==> src/rtl/motor_pkg.sv <==
// Shared state type, width defaults and command-to-magnitude helper for the
// motor PWM channels.
package motor_pkg;

    localparam int CMD_WIDTH_DEF = 10;
    localparam int PWM_BITS_DEF  = 9;

    typedef enum logic [1:0] {
        IDLE  = 2'd0,
        DRIVE = 2'd1,
        COAST = 2'd2
    } state_t;

    // Magnitude of a signed command after deadband and saturation. Taking the
    // command as a sign-extended int keeps -2^(N-1) exact (its magnitude is 2^(N-1)).
    function automatic int sat_mag(
        input int cmd_val,
        input int deadband,
        input int max_duty
    );
        int mag;
        mag = (cmd_val < 0) ? -cmd_val : cmd_val;
        if (mag < deadband) begin
            return 0;
        end
        if (mag > max_duty) begin
            return max_duty;
        end
        return mag;
    endfunction

endpackage

==> src/rtl/pwm_timebase.sv <==
// Prescaler plus PWM period counter; reusable by every motor channel.
// clear holds the whole timebase at zero so a channel can restart a period.
module pwm_timebase #(
    parameter int PWM_BITS = 9,
    parameter int PRESCALE = 4
) (
    input  logic                clock,
    input  logic                reset,
    input  logic                clear,
    output logic                tick,
    output logic [PWM_BITS-1:0] cnt,
    output logic                period_start
);

    logic [PWM_BITS-1:0] cnt_reg;
    logic                period_start_reg;

    generate
        if (PRESCALE > 1) begin : g_prescale
            localparam int PRE_W = $clog2(PRESCALE);
            logic [PRE_W-1:0] pre_reg;

            always_ff @(posedge clock or negedge reset) begin
                if (!reset) begin
                    pre_reg <= '0;
                end else if (clear || (pre_reg == PRE_W'(PRESCALE - 1))) begin
                    pre_reg <= '0;
                end else begin
                    pre_reg <= pre_reg + 1'b1;
                end
            end

            assign tick = !clear && (pre_reg == PRE_W'(PRESCALE - 1));
        end else begin : g_no_prescale
            assign tick = !clear;
        end
    endgenerate

    // The period counter wraps naturally; the pulse marks the first cycle at cnt 0.
    always_ff @(posedge clock or negedge reset) begin
        if (!reset) begin
            cnt_reg          <= '0;
            period_start_reg <= 1'b0;
        end else if (clear) begin
            cnt_reg          <= '0;
            period_start_reg <= 1'b0;
        end else begin
            period_start_reg <= tick && (&cnt_reg);
            if (tick) begin
                cnt_reg <= cnt_reg + 1'b1;
            end
        end
    end

    assign cnt          = cnt_reg;
    assign period_start = period_start_reg;

endmodule

==> src/rtl/motor_pwm_driver.sv <==
// One H-bridge channel: PID command -> deadbanded/saturated duty, direction,
// brake and PWM. Define SLEW_LIMIT_EN to rate-limit duty changes per period.
module motor_pwm_driver
    import motor_pkg::*;
#(
    parameter int CMD_WIDTH   = CMD_WIDTH_DEF,
    parameter int PWM_BITS    = PWM_BITS_DEF,
    parameter int PRESCALE    = 4,
    parameter int MAX_DUTY    = 480,
    parameter int DEADBAND    = 8,
    parameter int SLEW_STEP   = 16,
    parameter int REV_PERIODS = 2
) (
    input  logic                 clock,
    input  logic                 reset,
    input  logic                 enable,
    input  logic [CMD_WIDTH-1:0] cmd,
    input  logic                 cmd_valid,
    output logic                 pwm,
    output logic                 dir,
    output logic                 brake,
    output logic [PWM_BITS-1:0]  duty,
    output logic                 period_start
);

`ifdef SLEW_LIMIT_EN
    localparam bit SLEW_EN = 1'b1;
`else
    localparam bit SLEW_EN = 1'b0;
`endif

    // Without slew limiting a step wider than the duty range reaches the target at once.
    localparam int                EFF_STEP = SLEW_EN ? SLEW_STEP : (1 << PWM_BITS);
    localparam logic [PWM_BITS:0] STEP_W   = (PWM_BITS + 1)'(EFF_STEP);
    localparam int                COAST_W  = $clog2(REV_PERIODS + 1);

    state_t               state_reg;
    logic [PWM_BITS-1:0]  tgt_mag_reg;
    logic                 tgt_dir_reg;
    logic [PWM_BITS-1:0]  duty_reg;
    logic                 dir_reg;
    logic                 pwm_reg;
    logic                 brake_reg;
    logic [COAST_W-1:0]   coast_reg;

    logic                 tb_clear;
    logic                 tick;
    logic [PWM_BITS-1:0]  cnt;
    logic                 boundary;
    logic [PWM_BITS-1:0]  cap_mag;
    logic [PWM_BITS-1:0]  eff_mag;
    logic                 eff_dir;

    function automatic logic [PWM_BITS-1:0] step_toward(
        input logic [PWM_BITS-1:0] cur,
        input logic [PWM_BITS-1:0] tgt
    );
        logic [PWM_BITS:0] cur_w;
        logic [PWM_BITS:0] tgt_w;
        logic [PWM_BITS:0] next_w;
        cur_w = {1'b0, cur};
        tgt_w = {1'b0, tgt};
        if (tgt_w > cur_w) begin
            next_w = cur_w + STEP_W;
            if (next_w > tgt_w) begin
                next_w = tgt_w;
            end
        end else if ((cur_w - tgt_w) > STEP_W) begin
            next_w = cur_w - STEP_W;
        end else begin
            next_w = tgt_w;
        end
        return next_w[PWM_BITS-1:0];
    endfunction

    assign tb_clear = (state_reg == IDLE);

    pwm_timebase #(
        .PWM_BITS (PWM_BITS),
        .PRESCALE (PRESCALE)
    ) u_timebase (
        .clock        (clock),
        .reset        (reset),
        .clear        (tb_clear),
        .tick         (tick),
        .cnt          (cnt),
        .period_start (period_start)
    );

    assign boundary = tick && (&cnt);

    // A strobe in the boundary cycle is visible to the FSM in that same cycle.
    always_comb begin
        cap_mag = PWM_BITS'(sat_mag(int'($signed(cmd)), DEADBAND, MAX_DUTY));
        eff_mag = tgt_mag_reg;
        eff_dir = tgt_dir_reg;
        if (cmd_valid) begin
            eff_mag = cap_mag;
            if (cap_mag != '0) begin
                eff_dir = ~cmd[CMD_WIDTH-1];
            end
        end
    end

    always_ff @(posedge clock or negedge reset) begin
        if (!reset) begin
            state_reg   <= IDLE;
            tgt_mag_reg <= '0;
            tgt_dir_reg <= 1'b1;
            duty_reg    <= '0;
            dir_reg     <= 1'b1;
            pwm_reg     <= 1'b0;
            brake_reg   <= 1'b1;
            coast_reg   <= '0;
        end else begin
            tgt_mag_reg <= eff_mag;
            tgt_dir_reg <= eff_dir;
            if (!enable) begin
                state_reg <= IDLE;
                duty_reg  <= '0;
                pwm_reg   <= 1'b0;
                brake_reg <= 1'b1;
                coast_reg <= '0;
            end else begin
                pwm_reg <= (state_reg == DRIVE) && (cnt < duty_reg);
                case (state_reg)
                    IDLE: begin
                        state_reg <= DRIVE;
                        dir_reg   <= eff_dir;
                        duty_reg  <= '0;
                        brake_reg <= 1'b0;
                        coast_reg <= '0;
                    end
                    DRIVE: begin
                        if (boundary) begin
                            if ((eff_dir != dir_reg) && (eff_mag != '0)) begin
                                state_reg <= COAST;
                                duty_reg  <= '0;
                                coast_reg <= '0;
                            end else begin
                                duty_reg <= step_toward(duty_reg, eff_mag);
                            end
                        end
                    end
                    COAST: begin
                        // The coast always runs its full length, even if the target flips back.
                        if (boundary) begin
                            if (coast_reg == COAST_W'(REV_PERIODS - 1)) begin
                                state_reg <= DRIVE;
                                dir_reg   <= eff_dir;
                                duty_reg  <= step_toward('0, eff_mag);
                                coast_reg <= '0;
                            end else begin
                                coast_reg <= coast_reg + 1'b1;
                            end
                        end
                    end
                    default: begin
                        state_reg <= IDLE;
                        duty_reg  <= '0;
                        brake_reg <= 1'b1;
                    end
                endcase
            end
        end
    end

    assign pwm   = pwm_reg;
    assign dir   = dir_reg;
    assign brake = brake_reg;
    assign duty  = duty_reg;

endmodule
==> config.mk <==
export PLATFORM = sky130hd
export DESIGN_NAME = motor_pwm_driver
export DESIGN_NICKNAME = d
export VERILOG_FILES = /design/src/rtl/motor_pkg.sv /design/src/rtl/pwm_timebase.sv /design/src/rtl/motor_pwm_driver.sv
export SDC_FILE = /design/constraint.sdc
export NUM_CORES = 1
export LEC_CHECK = 0
export CAP_MARGIN = 20
export CORE_ASPECT_RATIO = 1.4
export CORE_MARGIN = 2
export CORE_UTILIZATION = 50
export DETAILED_ROUTE_END_ITERATION = 8
export GPL_ROUTABILITY_DRIVEN = 0
export GPL_TIMING_DRIVEN = 0
export MAX_ROUTING_LAYER = met4
export PLACE_DENSITY = 0.76
export SLEW_MARGIN = 10
export SYNTH_ARGS = -nofsm -noshare
export SYNTH_HDL_FRONTEND = slang
export SYNTH_SLANG_ARGS = --single-unit
export TNS_END_PERCENT = 10
==> constraint.sdc <==
create_clock -name clock -period 3.41 [get_ports clock]
set_input_delay 0.682 -clock clock [delete_from_list [all_inputs] [get_ports clock]]
set_output_delay 0.682 -clock clock [all_outputs]
set_load 0.01 [all_outputs]
==> results of run 1 <==
[layout by cell type (no fill, tap or decap), types with 3 or more instances in the layout]
cell / netlist / layout
sky130_fd_sc_hd__o21ai_0: 13 / 10
sky130_fd_sc_hd__nand3_1: 4 / 4
sky130_fd_sc_hd__a21oi_1: 12 / 8
sky130_fd_sc_hd__dfstp_2: 3 / 3
sky130_fd_sc_hd__dfrtp_1: 35 / 35
sky130_fd_sc_hd__nand2b_1: 7 / 7
sky130_fd_sc_hd__nand2_1: 17 / 17
sky130_fd_sc_hd__nor2b_1: 4 / 4
sky130_fd_sc_hd__nand4_1: 4 / 4
sky130_fd_sc_hd__xor2_1: 6 / 6
sky130_fd_sc_hd__inv_1: 35 / 32
sky130_fd_sc_hd__clkbuf_1: 7 / 7
sky130_fd_sc_hd__clkbuf_8: 0 / 6
sky130_fd_sc_hd__buf_4: 0 / 11
sky130_fd_sc_hd__o211ai_1: 3 / 3
sky130_fd_sc_hd__a21o_1: 7 / 7
sky130_fd_sc_hd__ha_1: 25 / 21
sky130_fd_sc_hd__mux2i_1: 9 / 9
sky130_fd_sc_hd__xnor2_1: 8 / 7
sky130_fd_sc_hd__a32o_1: 9 / 9
sky130_fd_sc_hd__a31oi_1: 3 / 3
sky130_fd_sc_hd__nor3_1: 4 / 4
sky130_fd_sc_hd__nor2_1: 20 / 19
sky130_fd_sc_hd__clkdlybuf4s50_1: 0 / 15
sky130_fd_sc_hd__buf_2: 2 / 5
[worst max-delay path, delay by kind of cell]
family	cells	cell delay, ns
mux	1	0.29
fa+ha+maj	2	0.36
compound gates	7	1.33
buf+inv	5	0.59
simple gates	6	1.29
[worst paths after layout]
| path | end | slack (ns) | cells past startpoint |
|---|---|---|---|
| worst max-delay path | duty[2]$_DFFE_PN0P_ | -0.97 | 21 |
| worst min-delay path | coast_reg[0]$_DFFE_PN0P_ | 0.32 | 1 |
| worst max register to register | duty[2]$_DFFE_PN0P_ | 0.42 | 11 |
| worst min register to register | u_timebase.g_prescale.pre_reg[0]$_DFF_PN0_ | 0.45 | 1 |
| max in group asynchronous | brake$_DFFE_PN1P_ | 2.58 | 2 |
| min in group clock | u_timebase.g_prescale.pre_reg[0]$_DFF_PN0_ | 0.45 | 1 |
[cell type report]
class	count	share of cell area (%)
clock buffer	7	2.46
timing repair buffer	32	9.15
multi-input combinational	212	52.7
tap	66	2.35
inverter	35	4.31
sequential	38	27.2
clock inverter	1	0.142
buffer	13	1.78
[routing by layer]
metal | global-route usage [%] | wire (um) | vias up
met5 | - | 0 | -
met4 | 10.4 | 219 | 0
met3 | 2.70 | 197 | 16
met2 | 42.8 | 3790 | 55
met1 | 26.0 | 2620 | 1198
li1 | - | - | 1143
[cell families after synthesis]
kind of cell / count (synthesis) / share of synthesized area, %
flip-flops: 38 / 34.7
multiplexers: 11 / 4.23
XOR/XNOR: 14 / 4.46
AO/OA/AOI/OAI: 77 / 21.1
AND/OR/NAND/NOR: 81 / 15.6
buffers and inverters: 49 / 7.42
adder cells (fa/ha/maj): 27 / 12.5
[report_power, final]
| part | switching, mW | total [mW] | internal [mW] |
|---|---|---|---|
| Clock | 0.157 | 0.320 | 0.163 |
| Combinational | 0.374 | 0.683 | 0.309 |
| Sequential | 0.0437 | 0.561 | 0.518 |
[metrics by stage]
stage                     util, %  power [mW]  worst slack [ns]  hold WS, ns
after floorplan                 -       0.972            -0.735        0.386
after global placement       58.6        1.11             -1.80        0.422
after detailed placement     59.0        1.13             -1.88        0.427
after CTS                    65.5        1.54            -0.966        0.313
after global routing         67.1        1.66             -1.16        0.323
final                        67.1        1.56            -0.969        0.316
[timing repair]
item / CTS / global route
pin swaps: 29 / 14
setup endpoints to repair: 13 / 13
cloned: 2 / 0
buffers inserted: 10 / 2
resized for setup: 49 / 16
==> run_results.csv, run 1 <==
group,metric,value,unit
cts,cts_htree_levels,2,
global_route,grt_start_max_net_pins,24,
route,per_cell_routed_wire_length,16.9,um
synth,synth_top_cells_by_area,"sky130_fd_sc_hd__dfrtp_1 (32%), sky130_fd_sc_hd__ha_1 (11%), sky130_fd_sc_hd__inv_1 (4.8%), sky130_fd_sc_hd__a32o_1 (3.3%), sky130_fd_sc_hd__mux2i_1 (3.3%)",
synth,synth-edff-count,0,
synth,synth_common_cells,"sky130_fd_sc_hd__dfrtp_1 (35), sky130_fd_sc_hd__inv_1 (35), sky130_fd_sc_hd__ha_1 (25)",
layout,final_area,0.00352,sq mm
setup_path,worst_setup_path_startpoint,"cmd[0]",
route,1st_iter_drt_viols,94,
synth,synth_top_area_share,31.9,%
setup_path,worstSetupEndpointType,"flip-flop",
timing,totalNegativeSetupSlack,-11.24,ns
layout,final_cell_count_no_fill,404,
synth,synth_sequential_area_ratio,34.7,%
power_and_ir_drop,maximum_vdd_drop,0.000367,V
global_route,initial_antenna_violation_count,0,
synth,ys_warn_count,0,
layout,multi_input_area,0.00185,sq mm
timing,post-route-min-period,4.38,ns
timing,skew_final,0.00563,ns
run_status,violations,"negative setup slack",
cts,clock_tree.buffer_depth,2,
timing,tightestPinTransition,0.624,ns
global_route,first_global_vias,2517,
placement,numPlacedInstances,383,
setup_path,critical-path-max-stage-delay,0.38,ns
global_route,global_route.usage.total,23.9,%
synth,netlist_instances,297,
synth,synth.net_count,337,
power_and_ir_drop,p_leak,1.48,nW
cts,cts_hold_buf,0,
synth,syn_area,0.00275,sq mm
layout,final_nets,377,
route,vias_per_cell,5.97,
die,num_io_pins,27,
timing,timing.fmax,228,MHz
synth,yosys.cell_types.count,63,
die,initial_cell_density_of_the_core,52.5,%
layout,antenna_cells_inserted,0,
placement,placed_cell_area,0.00309,sq mm
setup_path,worstPathRequired,3.59,ns
setup_path,timing.critical_path.arrival,4.56,ns
synth,synth_seq_cells,38,
timing,timing.max_slew.rel_slack,58.0,%
run_status,status,"finished, violations left",
setup_path,worstPathCellList,"buf_12, clkinv_8, ha_4, buf_6, nor3b_4, buf_4, o2111a_1, a211oi_2, nor4_2, nor2_1, o21ai_4, o22ai_2, buf_4, or3_4, nor4_4, ha_2, nor2_1, mux2_4, a211oi_4, o21ai_4, a32o_1",
cts,tritoncts.num_buffers,5,
placement,detailedPlacementHpwl,4.65,mm
setup_path,critical_path_class,"in -> reg",
timing,grt_setup_unrepaired,"true",
layout,regArea,955,sq um
cts,clock-sinks,38,
setup_path,timing.critical_path.slowest_stage_cell,"sky130_fd_sc_hd__a211oi_4",
die,die_height,91.7,um
die,die_area,0.00612,sq mm
global_route,globalRoute.totalOverflow,0,
route,drt_drc_violations_left,0,
synth,syn-mean-instance-area,9.26,sq um
timing,timing.final.max_slew_violations,0,
synth,postSynth.asyncResetShare,100,%
global_route,grt_first_pass_wirelength,11.2,mm
synth,netlist.top_cell.by_area,"sky130_fd_sc_hd__dfrtp_1",
timing,setup-violations-final,13,
die,die_width,66.7,um
setup_path,critPathMaxFanout,5,
cts,tritoncts,"done",
route,detail_route.wirelength,6.83,mm
min_path,min_delay_worst_type,"in -> async",
placement,portbufs,19,
setup_path,critical_path.startpoint_type,"input pin",
cts,clk_latency,0.29,ns
job,maxCapViolations,0,
die,floorplan.core_area,0.00524,sq mm
layout,post_route_cells_drive_above_1_share,23.7,%
synth,synth_top_flop_cell,"sky130_fd_sc_hd__dfrtp_1",
route,drt_pass1_iterations,4,
setup_path,worst_r2r_startpoint,"tgt_mag_reg[4]$_DFF_PN0_",
timing,fin_ws,-0.969,ns
cts,cts.reportedPaths.clkPinSlew,0.07,ns
timing,min_period_over_period,128,%
layout,final.fill_count,432,
route,num_vias,2412,
route,final_antenna_net_count,0,
layout,area_delta_synth_final,27.9,%
die,num_rows,31,
timing,report.final.hold_viol_count,0,
power_and_ir_drop,power.density_cell_area,445,mW/mm^2
cts,clock_tree.root_cell,"sky130_fd_sc_hd__clkbuf_8",
Note: power is estimated with default switching activity, not from simulation.
==> inputs of run 2 (changes only) <==
- CORE_UTILIZATION: 50 -> 55
- PLACE_DENSITY: 0.76 -> 0.82
==> run_results.csv, run 2 (synthesis gave the netlist of run 1 again) <==
group,metric,value,unit
run_status,status,"finished, violations left",
run_status,violations,"negative setup slack",
die,initial_cell_density_of_the_core,56.8,%
route,detail_route.wirelength,7.02,mm
die,die_width,63.8,um
setup_path,timing.critical_path.arrival,4.60,ns
global_route,initial_antenna_violation_count,0,
global_route,first_global_vias,2436,
timing,hold_ws,0.316,ns
power_and_ir_drop,swShare,36.7,%
layout,post_route_cells_drive_above_1_share,24.5,%
power_and_ir_drop,power.density_cell_area,439,mW/mm^2
cts,clock_tree.buffer_depth,2,
layout,most-common-layout-cells,"sky130_fd_sc_hd__dfrtp_1 (35), sky130_fd_sc_hd__inv_1 (31), sky130_fd_sc_hd__ha_1 (21)",
cts,clk_latency,0.29,ns
placement,detailedPlacementHpwl,4.49,mm
placement,dp_slack,-1.91,ns
timing,fin_ws,-1.00,ns
die,die_area,0.00559,sq mm
setup_path,worstReg2RegEnd,"duty[2]$_DFFE_PN0P_",
timing,report.final.hold_viol_count,0,
timing,tightestPinTransition,0.746,ns
setup_path,worstSetupEndpointType,"flip-flop",
die,floorplan.core_area,0.00484,sq mm
route,drt_pass1_iterations,7,
cts,tritoncts.num_buffers,5,
power_and_ir_drop,clock_share_of_power,19.1,%
timing,timing.fmax,227,MHz
setup_path,worst_r2r_path_cells,11,
power_and_ir_drop,p_leak,1.50,nW
cts,clock-sinks,38,
global_route,grt_start_max_net_pins,24,
layout,final_cell_count_no_fill,407,
cts,clock_tree.root_cell,"sky130_fd_sc_hd__clkbuf_8",
route,drt_drc_violations_left,0,
route,1st_iter_drt_viols,144,
layout,most_common_library_cell_in_the_layout_ignoring_fill_and_taps,"sky130_fd_sc_hd__dfrtp_1",
die,die_height,87.7,um
layout,area_delta_synth_final,30.1,%
route,final_antenna_net_count,0,
layout,final_nets,382,
setup_path,critical_path_class,"in -> reg",
global_route,global_route.usage.total,25.5,%
global_route,globalRoute.totalOverflow,0,
timing,timing.final.max_slew_violations,0,
setup_path,worst_r2r_startpoint,"tgt_mag_reg[4]$_DFF_PN0_",
power_and_ir_drop,p_comb_share,45.1,%
route,vias_per_cell,6.07,
route,num_vias,2469,
die,num_rows,30,
power_and_ir_drop,intPower,0.995,mW
power_and_ir_drop,seq_power_share,35.8,%
setup_path,worstPathRequired,3.59,ns
placement,placed_cell_area,0.00309,sq mm
cts,cts.reportedPaths.clkPinSlew,0.07,ns
die,num_io_pins,27,
setup_path,critical_path.startpoint_type,"input pin",
setup_path,r2r_slack,0.28,ns
cts,cts_htree_levels,2,
timing,min_period_over_period,129,%
timing,post-route-min-period,4.41,ns
setup_path,critPathMaxFanout,4,
layout,final_area,0.00358,sq mm
global_route,grt_first_pass_wirelength,10.8,mm
layout,antenna_cells_inserted,0,
timing,timing.max_slew.rel_slack,49.8,%
power_and_ir_drop,report.power.total,1.57,mW
route,per_cell_routed_wire_length,17.2,um
timing,grt_setup_unrepaired,"true",
placement,numPlacedInstances,381,
min_path,min_delay_worst_type,"in -> async",
timing,skew_final,0.00531,ns
power_and_ir_drop,switchingPower,0.577,mW
layout,utilization_of_the_core_after_routing,73.9,%
timing,totalNegativeSetupSlack,-11.32,ns
cts,tritoncts,"done",
placement,portbufs,19,
timing,setup-violations-final,13,
power_and_ir_drop,maximum_vdd_drop,0.000512,V
job,maxCapViolations,0,
[run 2: cell types whose count changed in the layout (fill, tap and decap cells not counted), moves of 2 or more]
cell and change:
sky130_fd_sc_hd__clkbuf_1 +2, sky130_fd_sc_hd__inv_2 +2, sky130_fd_sc_hd__buf_4 +3, sky130_fd_sc_hd__buf_6 +3
[run 2: power by group through the flow]
stage,logic (mW),registers [mW],clock network [mW]
5_1_grt,0.777,0.571,0.325
6_report,0.708,0.563,0.301
4_1_cts,0.643,0.562,0.305
3_5_place_dp,0.556,0.569,0
2_1_floorplan,0.403,0.570,0
3_3_place_gp,0.540,0.567,0
[run 2: layout make-up]
cell class,instances,area [sq um]
Timing Repair Buffer,37,362
Fill cell,328,1260
Inverter,35,146
Sequential cell,38,955
Tap cell,64,80.1
Clock buffer,8,80.1
Multi-Input combinational cell,211,1880
Buffer,14,73.8
[run 2: routing by layer]
metal	up-vias	part of all wire (%)	GRT usage [%]
met2	97	56	49.1
met5	-	0	-
met4	0	3.1	11.5
met1	1192	37	25.9
li1	1152	-	-
met3	28	4.1	2.44
[run 2: worst max path at each step]
| stage | from | end | slack [ns] | cells past startpoint |
|---|---|---|---|---|
| finish | cmd[0] | duty[2]$_DFFE_PN0P_ | -1.00 | 20 |
| global placement | cmd[0] | duty[0]$_DFFE_PN0P_ | -1.75 | 19 |
| floorplan | cmd[4] | duty[4]$_DFFE_PN0P_ | -0.73 | 19 |
| detailed placement | cmd[0] | duty[0]$_DFFE_PN0P_ | -1.91 | 18 |
| CTS | cmd[0] | duty[0]$_DFFE_PN0P_ | -0.97 | 20 |
| global route | cmd[0] | duty[2]$_DFFE_PN0P_ | -1.22 | 22 |
[run 2: worst max-delay path, stage by stage]
cell,delay [ns]
sky130_fd_sc_hd__buf_8,0.11
sky130_fd_sc_hd__inv_4,0.05
sky130_fd_sc_hd__ha_4,0.14
sky130_fd_sc_hd__or4b_4,0.52
sky130_fd_sc_hd__xnor2_1,0.17
sky130_fd_sc_hd__a41o_1,0.27
sky130_fd_sc_hd__o21ai_1,0.13
sky130_fd_sc_hd__o21ai_2,0.12
sky130_fd_sc_hd__buf_4,0.16
sky130_fd_sc_hd__o22ai_4,0.17
sky130_fd_sc_hd__inv_1,0.08
sky130_fd_sc_hd__ha_1,0.26
sky130_fd_sc_hd__nor2b_1,0.13
sky130_fd_sc_hd__o21a_1,0.18
sky130_fd_sc_hd__o21ai_1,0.15
sky130_fd_sc_hd__nand2b_1,0.14
sky130_fd_sc_hd__a2111oi_2,0.41
sky130_fd_sc_hd__a211o_1,0.29
sky130_fd_sc_hd__o21ai_2,0.14
sky130_fd_sc_hd__a32o_1,0.28
[run 2: what timing repair did]
action	in CTS	in global routing
setup buffers	13	3
pin swaps	25	23
gates resized for setup	51	19
cloned	2	0
endpoints found under the setup margin	13	13
hold buffers	0	0
